**config.mk**
```make
export PLATFORM = sky130hd
export DESIGN_NAME = mul_seq_ctrl
export DESIGN_NICKNAME = d
export VERILOG_FILES = /design/src/rtl/rv_mul_pkg.sv /design/src/rtl/mul_seq_ctrl_hc_add.sv /design/src/rtl/mul_seq_ctrl.sv
export SDC_FILE = /design/constraint.sdc
export NUM_CORES = 1
export LEC_CHECK = 0
export BUFFER_PORTS_ARGS = -buffer_cell sky130_fd_sc_hd__buf_2
export CORE_ASPECT_RATIO = 0.9
export CORE_MARGIN = 4
export CORE_UTILIZATION = 35
export CTS_BUF_LIST = sky130_fd_sc_hd__clkbuf_2 sky130_fd_sc_hd__clkbuf_4 sky130_fd_sc_hd__clkbuf_8
export CTS_CLUSTER_SIZE = 25
export DETAILED_ROUTE_END_ITERATION = 10
export PLACE_DENSITY = 0.56
export SLEW_MARGIN = 20
export SYNTH_ARGS = -nofsm -noshare
export SYNTH_HDL_FRONTEND = slang
export SYNTH_SLANG_ARGS = --single-unit
```
**constraint.sdc**
```tcl
create_clock -name clk -period 6.4 [get_ports clk]
set_input_delay 0.96 -clock clk [delete_from_list [all_inputs] [get_ports clk]]
set_output_delay 0.96 -clock clk [all_outputs]
set_load 0.01 [all_outputs]
```
**src/rtl/rv_mul_pkg.sv**
```systemverilog
// rv_mul_pkg: shared constants, op encodings and FSM states for the RV32M multiply sequencer.
package rv_mul_pkg;
    localparam int XLEN  = 32;
    localparam int CNT_W = 6;
    typedef enum logic [1:0] {
        MUL_OP_MUL    = 2'd0,
        MUL_OP_MULH   = 2'd1,
        MUL_OP_MULHSU = 2'd2,
        MUL_OP_MULHU  = 2'd3
    } mul_op_e;
    typedef enum logic [2:0] {
        S_IDLE, S_NEG_A, S_NEG_B, S_ITER, S_NEG_LO, S_NEG_HI, S_DONE
    } mul_state_e;
endpackage

```
**src/rtl/mul_seq_ctrl_hc_add.sv**
```systemverilog
// mul_seq_ctrl_hc_add: 32-bit Han-Carlson prefix adder, no carry-in, with carry-out.
module mul_seq_ctrl_hc_add
    import rv_mul_pkg::*;
(
    input  logic [XLEN-1:0] a_i,
    input  logic [XLEN-1:0] b_i,
    output logic [XLEN-1:0] sum_o,
    output logic            cout_o
);
    logic [XLEN-1:0] g, p;
    // Odd bits run a Kogge-Stone tree; even bits pick up their carry in one final stage.
    // Indices descend so each in-place update still reads the previous level.
    always_comb begin
        g = a_i & b_i;
        p = a_i ^ b_i;
        for (int i = XLEN - 1; i > 0; i--)
            if (i % 2 == 1) begin
                g[i] = g[i] | (p[i] & g[i-1]);
                p[i] = p[i] & p[i-1];
            end
        for (int d = 2; d < XLEN; d = d * 2)
            for (int i = XLEN - 1; i >= d; i--)
                if (i % 2 == 1) begin
                    g[i] = g[i] | (p[i] & g[i-d]);
                    p[i] = p[i] & p[i-d];
                end
        for (int i = XLEN - 2; i > 0; i -= 2)
            g[i] = g[i] | (p[i] & g[i-1]);
        sum_o  = (a_i ^ b_i) ^ {g[XLEN-2:0], 1'b0};
        cout_o = g[XLEN-1];
    end
endmodule

```
**src/rtl/mul_seq_ctrl.sv**
```systemverilog
// mul_seq_ctrl: multi-cycle radix-2 RV32M multiplier (MUL/MULH/MULHSU/MULHU) on one shared adder.
// Optional MUL_ZERO_BYPASS_EN: a zero operand completes in one cycle with product 0.
module mul_seq_ctrl
    import rv_mul_pkg::*;
(
    input  logic            clk,
    input  logic            rst,
    input  logic            flush,
    input  logic            req_valid,
    output logic            req_ready,
    input  logic [1:0]      req_op,
    input  logic [XLEN-1:0] req_rs1,
    input  logic [XLEN-1:0] req_rs2,
    output logic            resp_valid,
    input  logic            resp_ready,
    output logic [XLEN-1:0] resp_data,
    output logic            busy
);
    mul_state_e      state_q;
    mul_op_e         op_q;
    logic [XLEN-1:0] mcand_q, mplr_q, acc_q, add_a, add_b, sum;
    logic [CNT_W-1:0] cnt_q;
    logic            neg_b_q, neg_res_q, c_q, cout, neg_a, neg_b;
    assign neg_a = (req_op == MUL_OP_MULH || req_op == MUL_OP_MULHSU) && req_rs1[XLEN-1];
    assign neg_b = (req_op == MUL_OP_MULH) && req_rs2[XLEN-1];
    // Negations use ~x + 1; the high-word fix-up adds the carry out of the low word instead.
    always_comb begin
        add_a = state_q == S_NEG_A ? ~mcand_q :
                (state_q == S_NEG_B || state_q == S_NEG_LO) ? ~mplr_q :
                state_q == S_NEG_HI ? ~acc_q : acc_q;
        add_b = state_q == S_ITER ? (mplr_q[0] ? mcand_q : '0) :
                state_q == S_NEG_HI ? {{(XLEN-1){1'b0}}, c_q} : XLEN'(1);
    end
    mul_seq_ctrl_hc_add u_add (.a_i(add_a), .b_i(add_b), .sum_o(sum), .cout_o(cout));
    always_ff @(posedge clk) begin
        if (rst) begin
            state_q   <= S_IDLE;
            op_q      <= MUL_OP_MUL;
            mcand_q   <= '0;
            mplr_q    <= '0;
            acc_q     <= '0;
            cnt_q     <= '0;
            neg_b_q   <= 1'b0;
            neg_res_q <= 1'b0;
            c_q       <= 1'b0;
        end else if (flush) begin
            state_q <= S_IDLE;
            cnt_q   <= '0;
        end else begin
            case (state_q)
                S_IDLE: if (req_valid) begin
                    op_q      <= mul_op_e'(req_op);
                    mcand_q   <= req_rs1;
                    mplr_q    <= req_rs2;
                    acc_q     <= '0;
                    cnt_q     <= '0;
                    neg_b_q   <= neg_b;
                    neg_res_q <= neg_a ^ neg_b;
`ifdef MUL_ZERO_BYPASS_EN
                    if (req_rs1 == '0 || req_rs2 == '0) begin
                        mplr_q  <= '0;
                        state_q <= S_DONE;
                    end else
`endif
                    state_q <= neg_a ? S_NEG_A : neg_b ? S_NEG_B : S_ITER;
                end
                S_NEG_A: begin
                    mcand_q <= sum;
                    state_q <= neg_b_q ? S_NEG_B : S_ITER;
                end
                S_NEG_B: begin
                    mplr_q  <= sum;
                    state_q <= S_ITER;
                end
                S_ITER: begin
                    {acc_q, mplr_q} <= {cout & mplr_q[0], sum, mplr_q[XLEN-1:1]};
                    cnt_q <= cnt_q + 1'b1;
                    if (cnt_q == CNT_W'(XLEN - 1))
                        state_q <= neg_res_q ? S_NEG_LO : S_DONE;
                end
                S_NEG_LO: begin
                    mplr_q  <= sum;
                    c_q     <= cout;
                    state_q <= S_NEG_HI;
                end
                S_NEG_HI: begin
                    acc_q   <= sum;
                    state_q <= S_DONE;
                end
                S_DONE: if (resp_ready) state_q <= S_IDLE;
                default: state_q <= S_IDLE;
            endcase
        end
    end
    assign req_ready  = state_q == S_IDLE;
    assign busy       = state_q != S_IDLE;
    assign resp_valid = state_q == S_DONE;
    assign resp_data  = resp_valid ? (op_q == MUL_OP_MUL ? mplr_q : acc_q) : '0;
endmodule

```
==> Word level (Yosys, flattened, before mapping) <==
Cells that the tools add are included.
{ "classes": {"n_bitwise": 218, "n_shift": 0, "n_div": 0, "n_addsub": 1, "order_cmp": 0, "multipliers": 0, "eq_ne": 12, "n_mux": 24, "n_reduce_logical": 20} }
{ "ops": {"columns": ["cell", "n"], "rows": [
  ["$mux 32", 10],
  ["$pmux 32 s3", 2],
  ["$and 1x1->1", 130],
  ["$not 32->32", 3],
  ["$or 1x1->1", 80],
  ["$pmux 32 s2", 1],
  ["$xor 32x32->32", 2],
  ["$and 32x32->32", 1],
  ["$pmux 3 s7", 1],
  ["$reduce_and 3->1", 5],
  ["$pmux 6 s2", 1],
  ["$eq 3x3->1 const B", 3],
  ["$mux 3", 3],
  ["$reduce_bool 3->1", 3],
  ["$add 6x1->6 const B", 1],
  ["$eq 3x2->1 const B", 2],
  ["$eq 6x5->1 const B", 1],
  ["$mux 6", 1],
  ["$mux 2", 2],
  ["$ne 2x1->1 const B", 2],
  ["$reduce_and 2->1", 2],
  ["$reduce_bool 2->1", 2],
  ["$reduce_or 2->1", 2],
  ["$eq 3x1->1 const B", 1],
  ["other kinds (10)", 14]
]} }
{ "word_totals": {"wordCells": 284, "n_memories": 0, "mem_bits_rw": 0, "latch_bits": 0, "regBits": 110, "output_inout_bits": 35, "mem_bits_ro": 0} }

==> Depth between registers and ports, before layout <==
{ "depth": {"word_depth": 18, "depth_mapped": 22, "mapped_depth_nobuf": 19} }

==> Cells and area by module <==
A second synthesis with hierarchy kept.
{ "hier_totals": {"hier_cells": 1311, "area_unflattened_um2": 9623.0} }
{ "modules_own_cells": {"columns": ["mod", "area_per_inst_um2", "n_inst", "seq_area_each_um2", "cells_per_inst"], "rows": [
  ["mul_seq_ctrl", 8154.1, 1, 2202.1, 1131],
  ["mul_seq_ctrl_hc_add", 1468.9, 1, 0.0, 180]
]} }

==> Worst setup path after synthesis <==
Ideal clock, no wire load.
{ "synth_timing": {"path_kind": "register -> register", "from": "reg state_q[2]", "to": "reg mplr_q[31]", "t_arrival_ns": 4.506, "path_stages_with_launch": 20, "path_buffers": 4, "setup_slack_ns": 1.829, "path_cell_list": "dfxtp_1 buf_6 clkbuf_1 clkbuf_1 clkbuf_1 a21oi_1 ha_1 fa_1 a211oi_1 o21ai_2 nor4b_1 o311ai_2 o211ai_1 a31o_2 fa_1 xor2_1 o22ai_1 a211oi_1 a21oi_1 nor2_1"} }
{ "synth_via": {"elab_chain_cells": 18, "elab_cells_between_ends": 105} }
{ "synth_lines": {"columns": ["element", "line", "rtl"], "rows": [
  ["start, declared", "mul_seq_ctrl.sv:19", "mul_state_e state_q;"],
  ["start signal, assigned", "mul_seq_ctrl.sv:65", "state_q <= neg_a ? S_NEG_A : neg_b ? S_NEG_B : S_ITER;"],
  ["start signal, assigned", "mul_seq_ctrl.sv:69", "state_q <= neg_b_q ? S_NEG_B : S_ITER;"],
  ["start signal, assigned", "mul_seq_ctrl.sv:79", "state_q <= neg_res_q ? S_NEG_LO : S_DONE;"],
  ["$eq 3x3->1, or another cell as far along", "mul_seq_ctrl.sv:30, mul_seq_ctrl.sv:32", null],
  ["$mux 32 / $logic_or 1x1->1 (equally long branches)", "mul_seq_ctrl.sv:30, mul_seq_ctrl.sv:29", null],
  ["$mux 32", "mul_seq_ctrl.sv:29", "(state_q == S_NEG_B || state_q == S_NEG_LO) ? ~mplr_q :"],
  ["$mux 32", "mul_seq_ctrl.sv:28", "add_a = state_q == S_NEG_A ? ~mcand_q :"],
  ["$xor 32x32->32 / $and 32x32->32 (equally long branches)", "mul_seq_ctrl_hc_add.sv:15, mul_seq_ctrl_hc_add.sv:29, mul_seq_ctrl_hc_add.sv:14", null],
  ["$and 1x1->1", "mul_seq_ctrl_hc_add.sv:18", "g[i] = g[i] | (p[i] & g[i-1]);"],
  ["$or 1x1->1", "mul_seq_ctrl_hc_add.sv:18", null],
  ["$and 1x1->1", "mul_seq_ctrl_hc_add.sv:24", "g[i] = g[i] | (p[i] & g[i-d]);"],
  ["[2 not listed]", null, null],
  ["$or 1x1->1 / $and 1x1->1 (equally long branches)", "mul_seq_ctrl_hc_add.sv:24", null],
  ["$and 1x1->1 / $or 1x1->1 (equally long branches)", "mul_seq_ctrl_hc_add.sv:24", null],
  ["$or 1x1->1 / $and 1x1->1 (equally long branches)", "mul_seq_ctrl_hc_add.sv:24", null],
  ["$or 1x1->1", "mul_seq_ctrl_hc_add.sv:24", null],
  ["$and 1x1->1", "mul_seq_ctrl_hc_add.sv:28", "g[i] = g[i] | (p[i] & g[i-1]);"],
  ["$or 1x1->1", "mul_seq_ctrl_hc_add.sv:28", null],
  ["$xor 32x32->32", "mul_seq_ctrl_hc_add.sv:29", "sum_o = (a_i ^ b_i) ^ {g[XLEN-2:0], 1'b0};"],
  ["$pmux 32 s3", "mul_seq_ctrl.sv:50", "case (state_q)"],
  ["end signal, assigned", "mul_seq_ctrl.sv:54", "mplr_q <= req_rs2;"],
  ["end signal, assigned", "mul_seq_ctrl.sv:72", "mplr_q <= sum;"],
  ["end signal, assigned", "mul_seq_ctrl.sv:76", "{acc_q, mplr_q} <= {cout & mplr_q[0], sum, mplr_q[XLEN-1:1]};"],
  ["end, declared", "mul_seq_ctrl.sv:21", "logic [XLEN-1:0] mcand_q, mplr_q, acc_q, add_a, add_b, sum;"]
]} }
Several ways; a longest one is shown, not always the timed one.
A chain may end at the register's enable or synchronous reset.

==> Final worst setup path <==
{ "layout_timing": {"from": "reg state_q[0]", "to": "reg mplr_q[31]"} }
The elaborated chain is that of the path after synthesis.

==> out/qor.yml <==
fillerInstances: 2722
endpoint_kind: "flip-flop"
ant_nets: 0
worstPathRequired_ns: 6.74
synth_warnings: 0
synth-async-reset-ratio_pct: 0
fin_crit_sh_pct: 85.4
yosys_register_bits: 110
firstDrtPassIters: 7
p_sw_mw: 0.721
synth_area_sq_um: 8940
post-cts-setup-buffers: 0
cts_buffers: 9
crit_top_cell: "nor2_1"
drt_iter0_drc: 927
power_frac_clock_pct: 26.4
layout-drive-gt1-share_pct: 13.3
grt_max_degree: 79
antenna_found_initial: 0
start_util_pct: 35.5
grt_overflow: 0
p_seq_share_pct: 43.2
drc_errors: 0
maxCapViolCount: 0
critPathMaxFanout: 24
nNetsFinal: 1434
grt_pass1_wl_microns: 54500
synth_top_family_by_area: "compound AO/OA/AOI/OAI gates"
finalPower_mw: 1.86
grtUsageTotal_pct: 24.3
syn_inst: 1282
clockBufferDepth: 2
insertion_delay_ns: 0.40
globalplace.congestion: 0.891
die_area_sq_um: 28200
p_sw_share_pct: 38.8
setup_viol: 0
syn_avg_cell_area_sq_um: 6.98
dr_total_vias: 9975
maxSlewHeadroom_pct: 25.0
rsz0062_at_grt: "false"
critPathSlowestCell: "dfxtp_2"
rows: 55
skew_ns: 0.00720
clock_sinks: 110
synth-xor-area-share_pct: 2.63
critPathKind: "flip-flop to flip-flop"
synth-edff-count: 0
hpwl_microns: 25100
drt-wirelength-per-cell_microns: 21.3
path_cells: "nor2b_1 > buf_4 > nand2_1 > nor2_1 > nor2_1 > ha_1 > fa_1 > a211oi_1 > o21ai_2 > nor4b_1 > o311ai_2 > o211ai_1 > a31o_2 > fa_1 > xor2_1 > o22ai_1 > a211oi_1 > a21oi_1 > nor2_1"
portBuffers: 105
fp.dieW_microns: 177
arrival_ns: 5.81
grt_pass1_vias: 9059
power.density_nw_per_um2: 188
fmax_mhz: 183
synth_fa_ha_area_share_pct: 8.34
ys.flop_type: "dfxtp_1"
vias_per_cell: 6.01
fin_crit_ns: 5.47
internal_power_mw: 1.14
core_area_sq_um: 25200
synth_cell_types: 57
ir_worst_vdd_uv: 98.1
dpl-instance-area_sq_um: 9660
slew_viol_final: 0
die_h_microns: 160
final_util_pct: 39.2
tightest_slew_ns: 1.12
setup_tns_ns: 0
leakagePower_nw: 4.08
outcome: "finished clean"
p_comb_share_pct: 30.4
layout.cells.non_filler: 1661
startpoint_type: "flip-flop"
cts_resized: 0
ios: 106
cts_root_buffer: "clkbuf_8"
slowest_delay_ns: 0.67
tritoncts: "yes"
min_path_type: "flip-flop to flip-flop"
synth.mux.area_fraction_pct: 0.574
seq_area_frac_synth_pct: 24.6
area_growth_syn_to_layout_pct: 10.4
cts.clk_slew.worst_paths_ns: 0.12
dpl.cell_count: 1644
synth_compound_gate_area_share_pct: 32.6
wl_microns: 35300
design_area_sq_um: 9870
syn_nets: 1403
synth-simple-area-share_pct: 25.4
h-tree-depth: 3
hold_buffers: 0
hold_viol: 0
flip-flops by register name, summed over array words and instances (netlist names):
name and cells:
mcand_q 32, c_q 1, mplr_q 32, op_q 2, cnt_q 6, neg_b_q 1, acc_q 32, state_q 3
neg_res_q 1
path summary, 6_finish.rpt:
check,from,endpoint,slack (ns),depth (start not counted)
worst max-delay path,state_q[0],mplr_q[31],0.93,19
worst min-delay path,mcand_q[7],mcand_q[7],0.49,2
worst max register to register,state_q[0],mplr_q[31],0.93,19
worst min register to register,mcand_q[7],mcand_q[7],0.49,2
power groups by stage:
stage / Clock (mW) / Sequential, mW / Combinational (mW)
final: 0.491 / 0.804 / 0.565
after global routing: 0.519 / 0.811 / 0.626
after CTS: 0.503 / 0.801 / 0.556
after detailed placement: 0 / 0.817 / 0.554
after global placement: 0 / 0.817 / 0.552
after floorplan: 0 / 0.785 / 0.399
cell usage after synthesis (4+ instances only):
cell type | number | area [sq um]
dfxtp_1 | 110 | 2200
buf_1 | 4 | 15.0
o211ai_1 | 18 | 135
a211oi_1 | 53 | 398
a311oi_1 | 20 | 175
a221oi_1 | 40 | 350
a21o_1 | 20 | 150
or3_1 | 4 | 25.0
and2_1 | 34 | 213
a21oi_1 | 160 | 801
xor2_1 | 13 | 114
and3_1 | 25 | 156
clkbuf_1 | 89 | 334
ha_1 | 34 | 425
mux2i_1 | 4 | 40.0
nand2_1 | 154 | 578
nor2_1 | 230 | 863
o22ai_1 | 36 | 225
nor3_1 | 39 | 195
xnor2_1 | 12 | 105
buf_6 | 5 | 56.3
inv_1 | 7 | 26.3
o21ai_0 | 57 | 285
a221o_1 | 22 | 220
nand2b_1 | 7 | 43.8
fa_1 | 16 | 320
nand3_1 | 7 | 35.0
or2_2 | 4 | 25.0
nor2b_1 | 5 | 31.3
buf_2 | 14 | 70.1
worst max-delay path, delay by kind of cell, from the launching register on:
family / cells / cell delay [ns]
compound gates: 8 / 2.07
flops: 1 / 0.67
simple gates: 6 / 0.99
xor+xnor: 1 / 0.33
fa+ha+maj: 3 / 1.14
buf+inv: 1 / 0.21
layout by cell type, fill, tap and decap left out, types with 5 or more instances in the layout:
cell	instances
fa_1	16
a311oi_1	20
a211oi_1	53
buf_2	104
nand3_1	7
inv_1	6
clkbuf_8	10
ha_1	34
a221o_1	22
buf_4	30
a221oi_1	40
nor2b_1	5
dfxtp_1	108
xnor2_1	12
nor3_1	39
nor2_1	227
and3_1	25
and2_1	34
xor2_1	13
o21ai_0	57
o22ai_1	36
nand2b_1	6
nand2_1	154
a21oi_1	160
a21o_1	20
o211ai_1	18
per-layer routing:
layer / vias to the layer above / track usage (%) / share of wire [%]
met2: 504 / 33.9 / 41
met4: 0 / 7.35 / 2.3
met3: 52 / 4.54 / 9.1
met5: - / 0 / 0
met1: 4711 / 37.4 / 48
li1: 4708 / - / -
per-stage QoR:
step           worst slack, ns  hold slack, ns
6_report                 0.932           0.486
3_5_place_dp              1.07           0.468
5_1_grt                  0.519           0.521
2_1_floorplan             1.83           0.440
4_1_cts                   1.02           0.485
3_3_place_gp              1.06           0.462
logic make-up after synthesis:
family,count (synthesis)
flops,110
mux,5
fa+ha+maj,50
xor+xnor,26
buf+inv,122
compound gates,446
simple gates,523
cell type report:
class / instances / area, sq um / area share [%]
Tap cell: 342 / 428 / 4.33
Antenna cell: 1 / 2.50 / 0.0253
Multi-Input combinational cell: 1050 / 6250 / 63.3
Timing Repair Buffer: 134 / 746 / 7.55
Sequential cell: 110 / 2200 / 22.3
Clock inverter: 5 / 63.8 / 0.646
Inverter: 8 / 31.3 / 0.317
Clock buffer: 11 / 145 / 1.47
(Power assumes the default switching activity.)
